--- config.mk ---
export PLATFORM = sky130hd
export DESIGN_NAME = lock_chamber_ctrl
export DESIGN_NICKNAME = d
export VERILOG_FILES = /design/src/rtl/lock_chamber_ctrl.sv
export SDC_FILE = /design/constraint.sdc
export NUM_CORES = 1
export LEC_CHECK = 0
export ABC_AREA = 1
export CAP_MARGIN = 10
export CORE_AREA = 4 4 79 81
export DETAILED_ROUTE_END_ITERATION = 12
export DIE_AREA = 0 0 83 85
export PLACE_DENSITY = 0.5
export RECOVER_POWER = 25
export REMOVE_ABC_BUFFERS = 1
export SYNTH_ARGS = -nofsm -noshare
export SYNTH_HDL_FRONTEND = slang
export SYNTH_SLANG_ARGS = --single-unit
--- constraint.sdc ---
create_clock -name clk -period 1.5 [get_ports clk]
set_input_delay 0.225 -clock clk [delete_from_list [all_inputs] [get_ports clk]]
set_output_delay 0.225 -clock clk [all_outputs]
set_load 0.005 [all_outputs]
--- src/rtl/lock_chamber_ctrl.sv ---
// Chamber-side lock controller: validates operator commands against gate/water interlocks and sequences gates, level and gondola moves.
// Optional LOCK_AUTOCLOSE_EN: after a completed EXIT, automatically close the open gate before reporting done.
module lock_chamber_ctrl #(
  parameter int LEVEL_MAX  = 7,
  parameter int LW         = 3,
  parameter int STEP_TICKS = 4,
  parameter int GATE_TICKS = 2,
  parameter int MOVE_TICKS = 3
) (
  input  logic          clk,
  input  logic          reset,
  input  logic          cmd_valid,
  input  logic [2:0]    cmd_code,
  output logic          cmd_ready,
  input  logic          arrive_L,
  input  logic          arrive_R,
  output logic          done,
  output logic          err,
  output logic [LW-1:0] level,
  output logic          gateL_open,
  output logic          gateR_open,
  output logic          gond_L,
  output logic          gond_ch,
  output logic          gond_R
);

  localparam int TMAX_GS = (GATE_TICKS > STEP_TICKS) ? GATE_TICKS : STEP_TICKS;
  localparam int TMAX    = (MOVE_TICKS > TMAX_GS) ? MOVE_TICKS : TMAX_GS;
  localparam int TW      = $clog2(TMAX + 1);

  localparam logic [TW-1:0] GATE_LOAD = TW'(GATE_TICKS - 1);
  localparam logic [TW-1:0] STEP_LOAD = TW'(STEP_TICKS - 1);
  localparam logic [TW-1:0] MOVE_LOAD = TW'(MOVE_TICKS - 1);
  localparam logic [TW-1:0] TIMER_ZERO = TW'(0);
  localparam logic [TW-1:0] TIMER_ONE  = TW'(1);

  localparam logic [LW-1:0] LVL_TOP     = LW'(LEVEL_MAX);
  localparam logic [LW-1:0] LVL_PRE_TOP = LW'(LEVEL_MAX - 1);
  localparam logic [LW-1:0] LVL_ZERO    = LW'(0);
  localparam logic [LW-1:0] LVL_ONE     = LW'(1);

  localparam logic [2:0] CMD_NOP    = 3'd0;
  localparam logic [2:0] CMD_OPEN_L = 3'd1;
  localparam logic [2:0] CMD_OPEN_R = 3'd2;
  localparam logic [2:0] CMD_CLOSE  = 3'd3;
  localparam logic [2:0] CMD_FILL   = 3'd4;
  localparam logic [2:0] CMD_DRAIN  = 3'd5;
  localparam logic [2:0] CMD_ENTER  = 3'd6;
  localparam logic [2:0] CMD_EXIT   = 3'd7;

  typedef enum logic [2:0] {
    ST_IDLE  = 3'd0,
    ST_GATE  = 3'd1,
    ST_FILL  = 3'd2,
    ST_DRAIN = 3'd3,
    ST_MOVE  = 3'd4
  } state_t;

  state_t        state_r, state_n;
  logic [TW-1:0] timer_r, timer_n;
  logic [2:0]    op_r, op_n;
  logic [LW-1:0] level_r, level_n;
  logic          gate_lft_r, gate_lft_n;
  logic          gate_rgt_r, gate_rgt_n;
  logic          pos_lft_r, pos_lft_n;
  logic          pos_ch_r, pos_ch_n;
  logic          pos_rgt_r, pos_rgt_n;
  logic          done_r, done_n;
  logic          err_r, err_n;
  logic          ready_r, ready_n;

  logic any_pos_s;
  logic gates_shut_s;
  logic enter_ok_s;
  logic exit_ok_s;

  assign any_pos_s    = pos_lft_r | pos_ch_r | pos_rgt_r;
  assign gates_shut_s = ~(gate_lft_r | gate_rgt_r);
  assign enter_ok_s   = (pos_lft_r & gate_lft_r) | (pos_rgt_r & gate_rgt_r);
  assign exit_ok_s    = pos_ch_r & ~gates_shut_s;

  // Next-state, datapath and response decode
  always_comb begin
    state_n    = state_r;
    timer_n    = timer_r;
    op_n       = op_r;
    level_n    = level_r;
    gate_lft_n = gate_lft_r;
    gate_rgt_n = gate_rgt_r;
    pos_lft_n  = pos_lft_r;
    pos_ch_n   = pos_ch_r;
    pos_rgt_n  = pos_rgt_r;
    done_n     = 1'b0;
    err_n      = 1'b0;

    // Arrivals are only registered while the lock holds no gondola; left wins a tie.
    if (!any_pos_s && arrive_L) begin
      pos_lft_n = 1'b1;
    end else if (!any_pos_s && arrive_R) begin
      pos_rgt_n = 1'b1;
    end else begin
      pos_lft_n = pos_lft_r;
    end

    case (state_r)
      ST_IDLE: begin
        if (cmd_valid) begin
          op_n = cmd_code;
          case (cmd_code)
            CMD_NOP: done_n = 1'b1;
            CMD_OPEN_L: begin
              if ((level_r != LVL_ZERO) || gate_rgt_r) begin
                err_n = 1'b1;
              end else if (gate_lft_r) begin
                done_n = 1'b1;
              end else begin
                state_n = ST_GATE;
                timer_n = GATE_LOAD;
              end
            end
            CMD_OPEN_R: begin
              if ((level_r != LVL_TOP) || gate_lft_r) begin
                err_n = 1'b1;
              end else if (gate_rgt_r) begin
                done_n = 1'b1;
              end else begin
                state_n = ST_GATE;
                timer_n = GATE_LOAD;
              end
            end
            CMD_CLOSE: begin
              if (gates_shut_s) begin
                done_n = 1'b1;
              end else begin
                state_n = ST_GATE;
                timer_n = GATE_LOAD;
              end
            end
            CMD_FILL: begin
              if (!gates_shut_s) begin
                err_n = 1'b1;
              end else if (level_r == LVL_TOP) begin
                done_n = 1'b1;
              end else begin
                state_n = ST_FILL;
                timer_n = STEP_LOAD;
              end
            end
            CMD_DRAIN: begin
              if (!gates_shut_s) begin
                err_n = 1'b1;
              end else if (level_r == LVL_ZERO) begin
                done_n = 1'b1;
              end else begin
                state_n = ST_DRAIN;
                timer_n = STEP_LOAD;
              end
            end
            CMD_ENTER: begin
              if (enter_ok_s) begin
                state_n = ST_MOVE;
                timer_n = MOVE_LOAD;
              end else begin
                err_n = 1'b1;
              end
            end
            CMD_EXIT: begin
              if (exit_ok_s) begin
                state_n = ST_MOVE;
                timer_n = MOVE_LOAD;
              end else begin
                err_n = 1'b1;
              end
            end
            default: done_n = 1'b1;
          endcase
        end else begin
          op_n = op_r;
        end
      end

      ST_GATE: begin
        if (timer_r == TIMER_ZERO) begin
          state_n = ST_IDLE;
          done_n  = 1'b1;
          case (op_r)
            CMD_OPEN_L: gate_lft_n = 1'b1;
            CMD_OPEN_R: gate_rgt_n = 1'b1;
            default: begin
              gate_lft_n = 1'b0;
              gate_rgt_n = 1'b0;
            end
          endcase
        end else begin
          timer_n = timer_r - TIMER_ONE;
        end
      end

      ST_FILL: begin
        if (timer_r == TIMER_ZERO) begin
          level_n = level_r + LVL_ONE;
          timer_n = STEP_LOAD;
          if (level_r == LVL_PRE_TOP) begin
            state_n = ST_IDLE;
            done_n  = 1'b1;
          end else begin
            state_n = ST_FILL;
          end
        end else begin
          timer_n = timer_r - TIMER_ONE;
        end
      end

      ST_DRAIN: begin
        if (timer_r == TIMER_ZERO) begin
          level_n = level_r - LVL_ONE;
          timer_n = STEP_LOAD;
          if (level_r == LVL_ONE) begin
            state_n = ST_IDLE;
            done_n  = 1'b1;
          end else begin
            state_n = ST_DRAIN;
          end
        end else begin
          timer_n = timer_r - TIMER_ONE;
        end
      end

      ST_MOVE: begin
        if (timer_r == TIMER_ZERO) begin
          pos_lft_n = 1'b0;
          pos_rgt_n = 1'b0;
          if (op_r == CMD_ENTER) begin
            pos_ch_n = 1'b1;
            state_n  = ST_IDLE;
            done_n   = 1'b1;
          end else begin
            pos_ch_n = 1'b0;
`ifdef LOCK_AUTOCLOSE_EN
            // The gondola has left; reuse the gate sequencer to shut the gate behind it.
            op_n    = CMD_CLOSE;
            state_n = ST_GATE;
            timer_n = GATE_LOAD;
`else
            state_n = ST_IDLE;
            done_n  = 1'b1;
`endif
          end
        end else begin
          timer_n = timer_r - TIMER_ONE;
        end
      end

      default: state_n = ST_IDLE;
    endcase

    ready_n = (state_n == ST_IDLE);
  end

  // State and output registers
  always_ff @(posedge clk or negedge reset) begin
    if (!reset) begin
      state_r    <= ST_IDLE;
      timer_r    <= TIMER_ZERO;
      op_r       <= CMD_NOP;
      level_r    <= LVL_ZERO;
      gate_lft_r <= 1'b0;
      gate_rgt_r <= 1'b0;
      pos_lft_r  <= 1'b0;
      pos_ch_r   <= 1'b0;
      pos_rgt_r  <= 1'b0;
      done_r     <= 1'b0;
      err_r      <= 1'b0;
      ready_r    <= 1'b1;
    end else begin
      state_r    <= state_n;
      timer_r    <= timer_n;
      op_r       <= op_n;
      level_r    <= level_n;
      gate_lft_r <= gate_lft_n;
      gate_rgt_r <= gate_rgt_n;
      pos_lft_r  <= pos_lft_n;
      pos_ch_r   <= pos_ch_n;
      pos_rgt_r  <= pos_rgt_n;
      done_r     <= done_n;
      err_r      <= err_n;
      ready_r    <= ready_n;
    end
  end

  assign cmd_ready  = ready_r;
  assign done       = done_r;
  assign err        = err_r;
  assign level      = level_r;
  assign gateL_open = gate_lft_r;
  assign gateR_open = gate_rgt_r;
  assign gond_L     = pos_lft_r;
  assign gond_ch    = pos_ch_r;
  assign gond_R     = pos_rgt_r;

endmodule

Yosys cells after proc, flatten, opt, wreduce, memory -nomap -nowiden
Cells that the tools add are included.
- add/subtract/negate cells: 3
- multiply operators: 0
- div/mod/pow operators: 0
- magnitude comparators: 0
- equality and inequality tests: 34
- shifts and indexed selects: 0
- mux-type cells: 73
- bitwise operators: 9
- reductions and logical operators: 22
- operators by type and width (operator ; count):
    3-bit 2-to-1 mux ; 31
    3-bit case mux with 7 select lines ; 2
    3-bit inequality test, second input constant ; 12
    1-bit 2-to-1 mux ; 30
    3-bit == test, second input constant ; 8
    3-bit by 2-bit == test with 1-bit output, second input constant ; 5
    3-bit zero test ; 5
    15-bit AND reduction ; 1
    3-bit by 1-bit == test with 1-bit output, second input constant ; 4
    3-bit case mux with 4 select lines ; 1
    3-bit case mux with 3 select lines ; 1
    3-bit AND reduction ; 3
    2-bit inequality test, second input constant ; 4
    8-bit by 1-bit inequality test with 1-bit output, second input constant ; 1
    1-bit case mux with 6 select lines ; 1
    3-bit case mux with 2 select lines ; 1
    3-bit nonzero test ; 2
    2-bit OR reduction ; 3
    3-bit by 1-bit subtractor with 3-bit output, second input constant ; 2
    1-bit case mux with 5 select lines ; 1
    2-bit 2-to-1 mux ; 2
    1-bit OR ; 4
    1-bit case mux with 2 select lines ; 2
    1-bit case mux with 4 select lines ; 1
    8 further kinds ; 14
- register bits after elaboration: 20
- latch bits: 0
- memory bits (writable): 0
- memory bits (read-only): 0
- bits of input ports: 8
- memories: 0

Longest topological paths before layout
- depth in word-level cells: 8
- gate-level depth with buffers: 13

Worst setup path after synthesis
OpenSTA, ideal clock, no wires.
- path kind: register to register
- from: register level_r[0] (netlist: level[0])
- to: register timer_r[2]
- setup time: 0.117 ns
- arrival: 1.446 ns
- slack: -0.062 ns
- stages on the path, launching flop included: 14
- path buffers: 0
- period minus slack after synthesis: 1.562 ns
- cell sequence: dfrtp_1 -> inv_1 -> ha_1 -> inv_1 -> nor2_1 -> nand2_1 -> nand3_1 -> nand2_1 -> inv_1 -> nand2_2 -> nor2_4 -> nand2_2 -> nand2_1 -> nand2_1
- longest elaborated chain between the ends: 4
- elaborated cells between the ends (all ways): 11
- those cells by class: 6 x eq/ne; 5 x reduce/logical
- ends and longest elaborated chain (item ; line ; source):
    start, declared ; 62 ; logic [LW-1:0] level_r, level_n;
    start signal, assigned ; 279 ; level_r <= level_n;
    3-bit inequality test / 3-bit nonzero test (equally long branches) ; 122, 112 ;
    1-bit logical OR, on equally long branches ; 122, 112 ;
    3-bit inequality test (no source line) ; -- ;
    15-bit AND reduction (no source line) * ; -- ;
    end signal, assigned ; 277 ; timer_r <= timer_n;
    end, declared ; 60 ; logic [TW-1:0] timer_r, timer_n;
Mark *: on every way between the ends. The rest lies on a longest branch, timed or not.
A chain may end at the register's enable or synchronous reset.

Worst setup path after layout
- from: register level_r[0] (netlist: level[0])
- to: register timer_r[1]
Same word-level chain as after synthesis.

==> key figures <==
Logic synthesis
  – Synth Warn #: 0
  – Ys flop type: dfrtp_1
  – Mapped Area: 1599 um^2
  – Yosys cell types: 32
  – Combinational family with the most area after synthesis: simple AND/OR/NAND/NOR gates
  – Sequential area share after synthesis: 0.3138
  – Area leader, netlist: dfrtp_1
  – Flops & latches, synth: 20
  – Post-Synth Simple-Gate Area: 0.3912
  – Share of the synthesized area in the top cell type: 0.2973
  – Syn Inst Count: 234
  – Top-count cell post-synth: nand2_1
  – Xor-xnor portion of the synthesized cell area: 0.02191
  – Share of async-settable or async-resettable flops after synthesis: 1.000
  – Post-synth EDFFs: 0
  – Mux share of post-synthesis cell area: 0
  – Synth area leaders: dfrtp_1 30%, nand2_1 14%, nand3_1 6.9%, nor2_1 6.6%, ha_1 6.3%
  – Top cells by count, synth: 59 x nand2_1, 28 x nor2_1, 25 x inv_1, 22 x nand3_1, 19 x dfrtp_1
  – Synth Area in Adders: 0.06260
  – Synth Area in Compound Gates: 0.1213
  – Post-synthesis area per instance: 6.833 um^2

Drt
  – Vias after detailed routing: 1686
  – DR WL/cell: 12.53 um
  – First-pass DRT Iterations: 4
  – DRT iter0 DRCs: 116
  – Vias per cell: 4.520
  – Routed wire length: 4675 um
  – DR DRC count: 0
  – Antenna viol nets, final: 0

Floorplan
  – Starting Density: 0.2922
  – Std-Cell Rows: 27
  – Die height: 85 um
  – I/O pin count: 19
  – DIE AREA: 7055 um^2
  – Core area: 5473 um^2
  – Die width: 83 um

GRT
  – Largest net degree at the start of global routing: 21
  – Vias in the first global route: 1648
  – Initial antenna violation count: 0
  – First-pass GRT wire length: 7714 um
  – GRT Util Overall: 0.1330
  – Gr ovfl total: 0

Critical path
  – Crit-path max FO: 4
  – WP buf/inv: 2
  – CP required: 1.66 ns
  – Worst path cell trace: ha_2 -> ha_4 -> nand2_2 -> inv_2 -> nor2_4 -> nand2_1 -> nand2_1 -> inv_1 -> nand2_2 -> nor2_4 -> nand2_2 -> nand2_1 -> nand2_1
  – Crit-path most repeated cell: nand2_1
  – Crit path max-delay cell type: dfrtp_1
  – Startpoint Class: register
  – Crit-path max cell delay: 0.40 ns
  – Top delay family on crit path: simple AND/OR/NAND/NOR gates
  – Worst reg-to-reg setup slack: -0.05 ns
  – Arr. time, crit path: 1.72 ns
  – Crit end category: register
  – CP Class: reg -> reg

Run status
  – Failing checks: setup timing
  – Status: finished with violations

Placed design
  – Placed Cells incl. Taps: 363
  – Port Buffers: 18
  – GPL Wtd Cong: 0.9272
  – Post-DP HPWL: 3605 um

Layout
  – Nets: 318
  – Final Non-Filler Cells: 373
  – # fillers: 582
  – P&R area growth vs syn: 49.61%
  – Share of layout cells above drive strength 1: 0.3854
  – # diodes: 0

CTS
  – Clk_lat worst skew: 0.26 ns
  – CTS Sinks: 20
  – Clock Tree Buf Depth: 2
  – Root Buffer: clkbuf_8
  – H-tree Lvls: 1
  – CTS tree: yes
  – Clock-pin slew of the registers on the worst-case setup and hold paths: 0.08 ns
  – Number of CTS-inserted buffers: 3

STA
  – Setup TNS: -0.2063 ns
  – Worst rel slew slack: 0.6436
  – Slew Limit Fails: 0
  – Final Hold Vio Count: 0
  – Minimum clock period: 1.554 ns
  – Final setup viols: 4
  – Skew final: 0.002763 ns
  – Tcrit/Tclk final: 1.036
  – Setup WS post-layout: -0.05403 ns
  – RSZ-0062 raised after global routing: true
  – Slew @ Worst Pin: 0.5346 ns
  – FMAX: 643.5 MHz

Pwr
  – Max IR drop VDD: 671.8 uV
  – Leak pwr: 0.001206 uW
  – Cell area power density: 1679 nW/um^2

Worst hold path
  – Hold/Removal Path Class: in -> async

Run
  – Max-cap violations: 0
-- power breakdown --
group | internal [uW] | switching, uW
Combinational | 1230 | 1400
Sequential | 760 | 194
Clock | 234 | 197
-- sequential cells by signal (all words and copies together) (netlist names) --
signal	count
timer_r	3
gateL_open	1
op_r	3
gond_R	1
state_r	3
gond_ch	1
gond_L	1
gateR_open	1
done	1
cmd_ready	1
err	1
level	3
-- final cells by class --
type	count	area, um^2	share of cell area
Clock buffer	4	55.05	0.02301
Inverter	33	128.9	0.05387
Multi-Input combinational cell	179	1071	0.4477
Sequential cell	20	505.5	0.2113
Tap cell	72	90.09	0.03766
Timing Repair Buffer	65	541.8	0.2265
-- metal layers --
layer  vias to the layer above  share of wire  global-route usage
li1                        892              -                   -
met3                         6          0.021             0.01456
met1                       769           0.51              0.1841
met4                         0          0.018             0.05498
met2                        19           0.45              0.2106
met5                         -              0                   0
-- cells by family (layout without fill, tap and decap cells) --
kind of cell | count (synthesis) | after routing
compound gates | 33 | 33
simple gates | 134 | 134
buf+inv | 35 | 102
xor+xnor | 4 | 4
fa+ha+maj | 8 | 8
flops | 20 | 20
-- cell usage in the layout, fill, tap and decap left out, drive strengths merged --
| cell | instances |
|---|---|
| a21oi | 7 |
| dfrtp | 19 |
| o21ai | 17 |
| nand4 | 2 |
| xor2 | 1 |
| dlymetal6s2s | 4 |
| dfstp | 1 |
| dlygate4sd3 | 1 |
| clkbuf | 5 |
| o211ai | 2 |
| xnor2 | 3 |
| inv | 33 |
| clkdlybuf4s50 | 11 |
| nor2 | 35 |
| nand2 | 67 |
| a31oi | 3 |
| buf | 46 |
| a32oi | 1 |
| a22oi | 1 |
| nand3b | 3 |
| o31ai | 1 |
| o21bai | 1 |
| nor3 | 2 |
| nand3 | 25 |
| ha | 8 |
| dlygate4sd2 | 2 |
-- metrics by stage --
stage | utilization | hold slack [ns] | worst slack (ns) | area (um^2) | power (uW)
finish | 0.4371 | 0.4594 | -0.05403 | 2392 | 4016
global route | 0.4371 | 0.5310 | -0.1717 | 2392 | 4396
CTS | 0.4163 | 0.3035 | -0.07773 | 2278 | 3843
detailed placement | 0.3948 | 0.4783 | -0.2864 | 2161 | 3257
global placement | 0.3948 | 0.4689 | -0.2678 | 2161 | 3262
floorplan | - | -0.07059 | -0.06215 | 1583 | 2269
-- final timing paths --
kind / startpoint / end / cells after the start
min in group clk: op_r[0] / op_r[0] / 2
max in group asynchronous: reset / gateR_open / 2
worst max register to register: level[0] / timer_r[1] / 13
worst min-delay path: reset / state_r[1] / 2
worst min register to register: op_r[0] / op_r[0] / 2
worst max-delay path: level[0] / timer_r[1] / 13
-- what timing repair did --
item	CTS	global route
resized for setup	17	33
pin swaps	5	6
buffers inserted	3	3
hold buffers	0	0
setup endpoints to repair	12	14
No activity file was read; power rests on OpenSTA's default activity.
